$ cat config.mk
export PLATFORM = sky130hd
export DESIGN_NAME = seg7_scan_driver_flat
export DESIGN_NICKNAME = d
export VERILOG_FILES = /design/src/rtl/seg7_scan_driver_if.sv /design/src/rtl/seg7_scan_driver.sv /design/src/flat_wrapper.sv
export SDC_FILE = /design/constraint.sdc
export NUM_CORES = 1
export LEC_CHECK = 0
export ABC_AREA = 0
export BUFFER_PORTS_ARGS = -buffer_cell sky130_fd_sc_hd__buf_2
export CAP_MARGIN = 5
export CORE_MARGIN = 10
export CORE_UTILIZATION = 28
export CTS_CLUSTER_SIZE = 40
export DETAILED_ROUTE_END_ITERATION = 12
export GPL_TIMING_DRIVEN = 0
export PLACE_DENSITY = 0.44
export SYNTH_ARGS = -nofsm -noshare
export SYNTH_HDL_FRONTEND = slang
export SYNTH_SLANG_ARGS = --single-unit
$ cat constraint.sdc
create_clock -name clk_i -period 7.4 [get_ports clk_i]
set_clock_uncertainty 0.2 [all_clocks]
set_input_delay 1.11 -clock clk_i [delete_from_list [all_inputs] [get_ports clk_i]]
set_output_delay 1.11 -clock clk_i [all_outputs]
set_load 0.005 [all_outputs]
$ cat src/rtl/seg7_scan_driver_if.sv
// Display-side bundle of the 7-segment scan driver: value/control in, anode/cathode drive out.
// The driver connects through the slave modport, the value source through master.
interface seg7_scan_driver_if;
    logic [31:0] data_i;
    logic        hold_i;
    logic        blank_lz_i;
    logic [7:0]  an_o;
    logic [6:0]  seg_o;
    logic        dp_o;
    logic        frame_o;

    modport master (
        output data_i, hold_i, blank_lz_i,
        input  an_o, seg_o, dp_o, frame_o
    );

    modport slave (
        input  data_i, hold_i, blank_lz_i,
        output an_o, seg_o, dp_o, frame_o
    );
endinterface

$ cat src/rtl/seg7_scan_driver.sv
// Scans a 32-bit value onto an 8-digit multiplexed 7-segment display as hex nibbles,
// capturing the value once per frame with optional hold and leading-zero blanking.
module seg7_scan_driver #(
    parameter int unsigned REFRESH_DIV = 100_000
) (
    input  logic          clk_i,
    input  logic          rst_i,
    seg7_scan_driver_if.slave bus
);

    localparam int unsigned DIV_W = (REFRESH_DIV > 1) ? $clog2(REFRESH_DIV) : 1;
    localparam logic [DIV_W-1:0] DIV_LAST = DIV_W'(REFRESH_DIV - 1);

    logic [DIV_W-1:0] div_cnt;
    logic [2:0]       idx;
    logic [31:0]      shown;
    logic [7:0]       an_q;
    logic [6:0]       seg_q;
    logic             frame_q;

    logic             tick;
    logic             boundary;
    logic             blank;
    logic [31:0]      upper;
    logic [3:0]       nib;
    logic [6:0]       enc;

    always_comb begin
        tick     = (div_cnt == DIV_LAST);
        boundary = tick && (idx == 3'd7);
        // upper holds shown[31:4*idx] right-aligned: its low nibble is the digit,
        // and it being zero means this digit and all above it are leading zeros
        upper    = shown >> {idx, 2'b00};
        nib      = upper[3:0];
        blank    = bus.blank_lz_i && (idx != 3'd0) && (upper == '0);
        enc      = '1;
        unique case (nib)
            4'h0: enc = 7'h40;
            4'h1: enc = 7'h79;
            4'h2: enc = 7'h24;
            4'h3: enc = 7'h30;
            4'h4: enc = 7'h19;
            4'h5: enc = 7'h12;
            4'h6: enc = 7'h02;
            4'h7: enc = 7'h78;
            4'h8: enc = 7'h00;
            4'h9: enc = 7'h10;
            4'hA: enc = 7'h08;
            4'hB: enc = 7'h03;
            4'hC: enc = 7'h46;
            4'hD: enc = 7'h21;
            4'hE: enc = 7'h06;
            4'hF: enc = 7'h0E;
        endcase
    end

    always_ff @(posedge clk_i) begin
        if (rst_i) begin
            div_cnt <= '0;
            idx     <= '0;
            shown   <= '0;
            an_q    <= '1;
            seg_q   <= '1;
            frame_q <= 1'b0;
        end else begin
            div_cnt <= tick ? '0 : div_cnt + 1'b1;
            if (tick) begin
                idx <= idx + 3'd1;
            end
            if (boundary && !bus.hold_i) begin
                shown <= bus.data_i;
            end
            frame_q <= boundary;
            an_q    <= blank ? '1 : ~(8'b1 << idx);
            seg_q   <= blank ? '1 : enc;
        end
    end

    assign bus.an_o    = an_q;
    assign bus.seg_o   = seg_q;
    assign bus.dp_o    = 1'b1;
    assign bus.frame_o = frame_q;

endmodule

$ cat src/flat_wrapper.sv
// flat-port wrapper written by rule: the top's interface ports become plain ports
module seg7_scan_driver_flat 
#(
    parameter int unsigned REFRESH_DIV = 100_000
)
  (clk_i, rst_i, bus_data_i, bus_hold_i, bus_blank_lz_i, bus_an_o, bus_seg_o, bus_dp_o, bus_frame_o);
  seg7_scan_driver_if bus_i ();
  input  logic clk_i;
  input  logic rst_i;
  input wire logic [$bits(bus_i.data_i)-1:0] bus_data_i;
  input wire logic [$bits(bus_i.hold_i)-1:0] bus_hold_i;
  input wire logic [$bits(bus_i.blank_lz_i)-1:0] bus_blank_lz_i;
  output wire logic [$bits(bus_i.an_o)-1:0] bus_an_o;
  output wire logic [$bits(bus_i.seg_o)-1:0] bus_seg_o;
  output wire logic [$bits(bus_i.dp_o)-1:0] bus_dp_o;
  output wire logic [$bits(bus_i.frame_o)-1:0] bus_frame_o;
  assign bus_i.data_i = bus_data_i;
  assign bus_i.hold_i = bus_hold_i;
  assign bus_i.blank_lz_i = bus_blank_lz_i;
  assign bus_an_o = bus_i.an_o;
  assign bus_seg_o = bus_i.seg_o;
  assign bus_dp_o = bus_i.dp_o;
  assign bus_frame_o = bus_i.frame_o;
  seg7_scan_driver #(.REFRESH_DIV(REFRESH_DIV)) u_core (.clk_i(clk_i), .rst_i(rst_i), .bus(bus_i));
endmodule
==> results by group, run 1 <==
Status
  • Status: complete, no violations

Critical path
  • Critical path capture point type: register
  • Slowest CP cell: mux2i_1
  • Largest stage delay, worst path: 0.42 ns
  • Worst path most repeated cell: buf_2
  • Worst Path Arrival: about 3.5 ns
  • R2r endpoint: u_core.bus.seg_o[0]
  • Reg2reg path depth: 10
  • Flop-to-flop setup slack: slightly below 4 ns
  • Crit-path max FO: 10
  • Critical path required time: ~7.5 ns
  • Critical Path Start Type: register
  • WS Path Type: register to register
  • Cell family with most CP delay: buffers and inverters
  • Worst Path Buf+Inv: 3
  • Worst path cell trace: clkbuf_1 -> buf_2 -> mux4_1 -> mux2i_1 -> ha_1 -> nand3_1 -> nor4_1 -> a31oi_2 -> buf_2 -> o22ai_2
  • R2r startpoint: u_core.idx[1]

Synthesis
  • Yosys reg bits: 68
  • Sequential share of the synthesized area: 41.7%
  • Synth area leaders: dfxtp_1 42%, mux2i_1 12%, nor2_1 7.7%
  • Yosys warns: 0
  • Commonest cells post-synth: 68 x dfxtp_1, 67 x nor2_1, 38 x mux2i_1, 13 x nand2_1, 12 x ha_1
  • Asr flop ratio synth: 0%
  • Post-synth top flop: dfxtp_1
  • Most common cell in the netlist: dfxtp_1
  • Syn_nets: about 380
  • Syn Std Cell Area: 3260 um2
  • Synth area leader: dfxtp_1
  • Share of the synthesized area in the top cell type: 41.7%
  • Netlist cell types: 51
  • Syn Area/Cell: approximately 9.8 um2
  • Post-synth EDFFs: 0
  • Mapped Cells: between 300 and 400

Drt
  • DR pass1 iterations: 4
  • Vias per cell: ~4.7
  • DRC: 0
  • Metal2 WL: 3440 um
  • Routed WL per cell: about 15 um
  • WL final: about 8200 um
  • Initial DRC count: 165
  • Vias: approximately 2600
  • Met1 Routed Length: approximately 4200 um
  • Top sig layer: met4
  • Met3 WL: 396 um
  • Final ANT Viol Nets: 0

Clock network
  • Hold_buf cts: 0
  • CTS Buffer Depth: 2
  • Post-cts resize count: 0
  • Setup Fix Bufs, Post-CTS: 0
  • Worst-Skew Late Latency: around 0.33 ns
  • Clock-pin slew on the worst setup and hold paths: around 0.05 ns
  • Cts bufs inserted: 9
  • Sink Count: between 60 and 70
  • CTS tree: built
  • H-Tree Depth: 3
  • Clk root buf: clkbuf_16

STA
  • Max Fclk: 290 MHz
  • RSZ-0062 raised after global routing: false
  • Setup TNS: 0 ns
  • Hold Fails Final Rpt: 0
  • Worst setup margin: 3.95 ns
  • Final Max Tran Viols: 0
  • Final period utilization: ~47%
  • Minimum clock period: between 3 and 4 ns
  • Final setup violation count: 0
  • Fin Hold WS: 0.256 ns
  • Max_slew headroom: roughly 54%
  • Worst-Margin Slew: just under 0.7 ns

Floorplan
  • Row cnt: 39
  • Die width: 128 um
  • Die area: between 15000 and 20000 um2
  • Initial core utilization: 28.6%
  • Die boundary height: 128 um
  • CORE AREA: approximately 11000 um2
  • I/O pin count: between 50 and 60

Layout
  • Diodes inserted: 0
  • FILL cells: 1230
  • Area taken by multi-input logic gates: about 1800 um2
  • Fraction of layout cells with a size suffix above 1: 23.5%
  • Reg area: 1360 um2
  • Fin nets: 443
  • Utilization after layout: a little over a third
  • Area delta synth->final: 21.9%

Global routing
  • All-Layer GR Usage: 10.4%
  • Initial antenna violation count: 0
  • First-pass GRT wire length: approximately 14000 um
  • Vias in the first global route: approximately 2700
  • GRT overflow: 0
  • Largest net degree at the start of global routing: 12

Run
  • Max-cap violations: 0

Power
  • Power Dens Cells: between 150 and 200 nW/um2
  • P_leak: between 1.5 and 2 nW
  • Peak VDD IR: 0.0857 mV

Min path
  • WHS Path Cells: 1
  • Worst hold path class: register to register
  • Hold worst-path end: u_core.div_cnt[0]
  • Hold path startpoint: u_core.div_cnt[0]

Placement
  • PortBufs: 51
  • GPL Wtd Cong: approximately 0.76
  • Dpl ws: around 4.0 ns
  • Post-DP HPWL: between 6000 and 7000 um
==> through the flow <==
step | cell area [um2] | std cells | total power [mW]
final | 3980 | 543 | 0.795
after global routing | 3980 | 543 | 0.831
after CTS | 3980 | 543 | 0.809
after detailed placement | 3690 | 527 | 0.406
after global placement | 3690 | 527 | 0.406
after floorplan | 3260 | 333 | 0.390
==> sequential cells by signal, summed over array words and instances, names as in the netlist <==
| register | cells |
|---|---|
| u_core.idx | 3 |
| u_core.bus.frame_o | 1 |
| u_core.shown | 32 |
| u_core.div_cnt | 17 |
| u_core.bus.an_o | 8 |
| u_core.bus.seg_o | 7 |
==> metal layers <==
metal / vias up / GRT usage, %
met5: - / 0
met4: 0 / 4.11
met1: 1189 / 13.9
met3: 10 / 3.43
met2: 56 / 15.1
li1: 1311 / -
==> how the worst max path moves through the flow <==
stage,from,end,slack [ns],depth (start not counted)
finish,u_core.idx[1],u_core.bus.seg_o[0],3.95,10
global route,u_core.idx[1],u_core.bus.seg_o[0],3.70,10
CTS,u_core.idx[1],u_core.bus.seg_o[0],3.92,10
detailed placement,u_core.idx[1],u_core.bus.seg_o[0],3.96,10
global placement,u_core.idx[1],u_core.bus.seg_o[0],3.95,10
floorplan,u_core.idx[0],u_core.bus.seg_o[0],4.48,9
==> placed cells by master, fill, tap and decap left out, drive strengths merged, types with 3 or more instances in the layout <==
| cell | count |
|---|---|
| o21ai | 9 |
| xnor2 | 9 |
| nor2 | 67 |
| nand3 | 10 |
| a21oi | 4 |
| o211ai | 3 |
| clkbuf | 23 |
| nor3 | 11 |
| dfxtp | 68 |
| a22oi | 5 |
| mux2i | 38 |
| nand4 | 3 |
| xor2 | 8 |
| buf | 60 |
| mux2 | 4 |
| inv | 7 |
| mux4 | 8 |
| nand2 | 13 |
| ha | 12 |
| nor4 | 7 |
==> cell type report <==
cell class                 instances  area share [%]
buffer                            19            2.45
clock buffer                      13            6.55
clock inverter                     3           0.535
inverter                           7           0.661
multi-input combinational        239            44.7
sequential                        68            34.2
tap                              143            4.50
timing repair buffer              51            6.42
==> where the power goes <==
| part | total [mW] | internal, mW | leakage (nW) | switching (mW) |
|---|---|---|---|---|
| logic | 0.0256 | 0.0121 | 0.842 | 0.0135 |
| clock network | 0.398 | 0.245 | 0.136 | 0.153 |
| registers | 0.372 | 0.370 | 0.551 | 0.00176 |
==> logic make-up (layout without fill, tap and decap cells) <==
group | after synthesis | after routing | synth area share [%]
adders and majority gates | 12 | 12 | 4.60
buffers and inverters | 26 | 93 | 3.80
xor gates and xnor gates | 17 | 17 | 4.57
AOI/OAI and AO/OA | 34 | 34 | 8.02
DFF | 68 | 68 | 41.7
muxes | 50 | 50 | 19.1
other | 1 | 1 | 0.115
and+or+nand+nor | 125 | 125 | 18.0
Note: power is estimated with default switching activity, not from simulation.
==> inputs of run 2 (changes only) <==
- ABC_AREA: 0 -> 1
- PLACE_DENSITY: 0.44 -> 0.46
- clock period: 7.4 -> 3.1 ns (I/O delays scaled with it)
==> results by group, run 2 <==
Layout
  • Area delta synth->final: 20.9% (was 21.9%)
  • Fraction of layout cells with a size suffix above 1: 19.0% (was 23.5%)
  • Max FFs per register: 32 (unchanged)
  • Diodes inserted: 0 (unchanged)
  • Utilization after layout: 34.8% (about the same)
  • FILL cells: 1391 (was 1230)
  • Most frequent cells in the layout: 129 x nand2_1, 69 x nor2_1, 66 x inv_1, 66 x dfxtp_1, 58 x buf_2 (was 68 x dfxtp_1, 67 x nor2_1, 57 x buf_2)
  • Fin nets: 634 (was 443)
  • Most common cell after layout, fill and taps aside: nand2_1 (was dfxtp_1)
  • Largest Register: u_core.shown (unchanged)

STA
  • Minimum clock period: 2.71 ns (was 3.45 ns)
  • Max Fclk: 368 MHz (was 290 MHz)
  • Setup TNS: 0 ns (unchanged)
  • Worst setup margin: 0.385 ns (was 3.95 ns)
  • Final Max Tran Viols: 0 (unchanged)
  • Final period utilization: 87.6% (was 46.6%)
  • Hold Fails Final Rpt: 0 (unchanged)
  • Fin Hold WS: 0.197 ns (was 0.256 ns)
  • Max_slew headroom: 60.7% (was 54.5%)
  • Worst-Margin Slew: 0.589 ns (was 0.678 ns)
  • Final setup violation count: 0 (unchanged)
  • RSZ-0062 raised after global routing: false (unchanged)

Global routing
  • Initial antenna violation count: 0 (unchanged)
  • Vias in the first global route: 3388 (was 2680)
  • Largest net degree at the start of global routing: 12 (unchanged)
  • All-Layer GR Usage: 11.4% (was 10.4%)
  • GRT overflow: 0 (unchanged)
  • First-pass GRT wire length: 16600 um (was 13700 um)

Drt
  • DR pass1 iterations: 4 (unchanged)
  • Routed WL per cell: 13.2 um (was 15.1 um)
  • Final ANT Viol Nets: 0 (unchanged)
  • DRC: 0 (unchanged)
  • Initial DRC count: 253 (was 165)
  • Vias: 3440 (was 2566)
  • Vias per cell: 4.51 (was 4.73)
  • WL final: 10100 um (was 8180 um)

Critical path
  • Critical Path Start Type: register (unchanged)
  • Cell family with most CP delay: simple AND/OR/NAND/NOR gates (was buffers and inverters)
  • WS Path Type: register to register (unchanged)
  • Worst Path Buf+Inv: 5 (was 3)
  • Worst Path Arrival: 2.79 ns (was 3.51 ns)
  • Crit-path max FO: 11 (was 10)
  • Slowest CP cell: dfxtp_2 (was mux2i_1)
  • Critical path capture point type: register (unchanged)
  • Largest stage delay, worst path: 0.37 ns (was 0.42 ns)
  • Worst path most repeated cell: nand2_1 (was buf_2)
  • Critical path required time: 3.18 ns (was 7.46 ns)
  • Worst path cell trace: inv_2 -> buf_2 -> nand3_1 -> nand2_1 -> nand2_1 -> nand2_1 -> ha_1 -> nand2_1 -> nor2_1 -> o21ai_1 -> inv_1 -> o21ai_1 -> inv_1 -> nand3_1 -> nor2_2 -> nand2_2 -> buf_6 -> nand3_2 (was clkbuf_1 -> buf_2 -> mux4_1 -> mux2i_1 -> ha_1 -> nand3_1 -> nor4_1 -> a31oi_2 -> buf_2 -> o22ai_2)

Synthesis
  • Synth area leaders: dfxtp_1 37%, nand2_1 13%, nor2_1 7.1% (was dfxtp_1 42%, mux2i_1 12%, nor2_1 7.7%)
  • Post-synthesis mux area share: 0% (was 19.1%)
  • Asr flop ratio synth: 0% (unchanged)
  • Most common cell in the netlist: nand2_1 (was dfxtp_1)
  • Largest family of logic cells by synthesized area: simple AND/OR/NAND/NOR gates (was multiplexers)
  • Post-synthesis simple-gate area fraction: 34.6% (was 18.0%)
  • Commonest cells post-synth: 130 x nand2_1, 69 x nor2_1, 68 x dfxtp_1, 66 x inv_1, 44 x nand3_1 (was 68 x dfxtp_1, 67 x nor2_1, 38 x mux2i_1, 13 x nand2_1, 12 x ha_1)
  • Area fraction in compound gates after synthesis: 11.9% (was 8.02%)
  • Yosys reg bits: 68 (unchanged)
  • Yosys warns: 0 (unchanged)
  • Xor/xnor share of the synthesized area: 0.960% (was 4.57%)
  • Share of the synthesized area in the top cell type: 37.3% (was 41.7%)
  • Syn Area/Cell: 6.95 um2 (was 9.79 um2)
  • Synth area leader: dfxtp_1 (unchanged)
  • Mapped Cells: 525 (was 333)
  • Post-Synth Adder-Cell Area: 4.12% (was 4.60%)
  • Post-synth top flop: dfxtp_1 (unchanged)
  • Syn Std Cell Area: 3650 um2 (was 3260 um2)
  • Post-synth EDFFs: 0 (unchanged)
  • Syn_nets: 573 (was 381)
  • Netlist cell types: 31 (was 51)
  • Sequential share of the synthesized area: 37.3% (was 41.7%)

Clock network
  • Worst-Skew Late Latency: 0.34 ns (was 0.33 ns)
  • Cts bufs inserted: 9 (unchanged)
  • Setup Fix Bufs, Post-CTS: 0 (unchanged)
  • CTS Buffer Depth: 2 (unchanged)
  • CTS tree: built (unchanged)
  • Clock-pin slew on the worst setup and hold paths: 0.06 ns (was 0.05 ns)
  • Hold_buf cts: 0 (unchanged)
  • H-Tree Depth: 3 (unchanged)
  • Clk root buf: clkbuf_16 (unchanged)
  • Sink Count: 68 (unchanged)

Placement
  • Dpl ws: 0.202 ns (was 3.96 ns)
  • GPL Wtd Cong: 0.919 (was 0.756)
  • PortBufs: 50 (was 51)
  • Post-DP HPWL: 7690 um (was 6350 um)

Floorplan
  • I/O pin count: 53 (unchanged)
  • CORE AREA: 12700 um2 (was 11400 um2)
  • Die width: 134 um (was 128 um)
  • Row cnt: 41 (was 39)
  • Die area: 18000 um2 (was 16400 um2)
  • Initial core utilization: 28.8% (was 28.6%)
  • Die boundary height: 134 um (was 128 um)

Min path
  • Worst hold path class: primary input to register (was register to register)

Status
  • Status: complete, no violations (unchanged)

Power
  • Peak VDD IR: 0.228 mV (was 0.0857 mV)
  • Power Total: 1.97 mW (was 0.795 mW)
  • Power Dens Cells: 446 nW/um2 (was 200 nW/um2)
  • P_leak: 1.92 nW (was 1.53 nW)

Run
  • Max-cap violations: 0 (unchanged)
[run 2: changes by cell type after synthesis, moves of 7 or more]
cell,before,now
nand3_2,0,10
xnor2_1,9,1
mux2i_1,38,0
inv_1,6,66
a211oi_1,1,30
nand3_1,10,44
nand2_1,13,130
a21oi_1,4,11
o21ai_0,3,12
[run 2: power breakdown]
part	leakage, nW	internal, mW	total, mW	switching, mW
Sequential	0.552	0.882	0.885	0.00284
Clock	0.144	0.635	1.02	0.388
Combinational	1.23	0.0267	0.0588	0.0321
Total	1.92	1.54	1.97	0.423
[run 2: worst reg2reg max path: cells and delay by family (launching register included)]
kind	cells	cell delay [ns]
AO/OA/AOI/OAI	2	0.12
adder cells (fa/ha/maj)	1	0.26
buffers and inverters	5	0.68
flip-flops	1	0.37
AND/OR/NAND/NOR	10	1.01
[run 2: per-stage QoR]
stage,cell area [um2],std cells
global route,4410,762
CTS,4410,762
global placement,4110,747
finish,4410,762
floorplan,3650,525
detailed placement,4110,747
[run 2: final cells by class]
class | count | area (um2) | area share, %
buffer | 23 | 141 | 3.21
clock buffer | 10 | 239 | 5.42
clock inverter | 5 | 52.6 | 1.19
inverter | 70 | 263 | 5.96
multi-input combinational | 364 | 1890 | 42.8
sequential | 68 | 1360 | 30.9
tap | 172 | 215 | 4.88
timing repair buffer | 50 | 250 | 5.67
[run 2: cell families after synthesis]
family / Yosys count
flip-flops: 68
AO/OA/AOI/OAI: 66
AND/OR/NAND/NOR: 281
adder cells (fa/ha/maj): 12
other: 1
buffers and inverters: 93
XOR/XNOR: 4
[run 2: final timing paths]
kind	start	slack, ns	cells past startpoint	to
hold reg to reg	u_core.div_cnt[0]	0.25	1	u_core.div_cnt[0]
hold / removal	bus_data_i[23]	0.20	3	u_core.shown[23]
setup / recovery	u_core.idx[1]	0.39	18	u_core.bus.seg_o[1]
setup reg to reg	u_core.idx[1]	0.39	18	u_core.bus.seg_o[1]
[run 2: timing repair]
| item | CTS | global route |
|---|---|---|
| endpoints found under the hold margin | 0 | 0 |
| resized for setup | 0 | 3 |
| endpoints found under the setup margin | 0 | 10 |
[run 2: per-layer routing]
| metal | vias to the layer above | global-route usage (%) | wire, um |
|---|---|---|---|
| li1 | 1809 | - | - |
| met1 | 1529 | 15.1 | 5050 |
| met3 | 19 | 3.40 | 539 |
| met4 | 0 | 5.86 | 240 |
| met5 | - | 0 | 0 |
| met2 | 83 | 16.4 | 4220 |
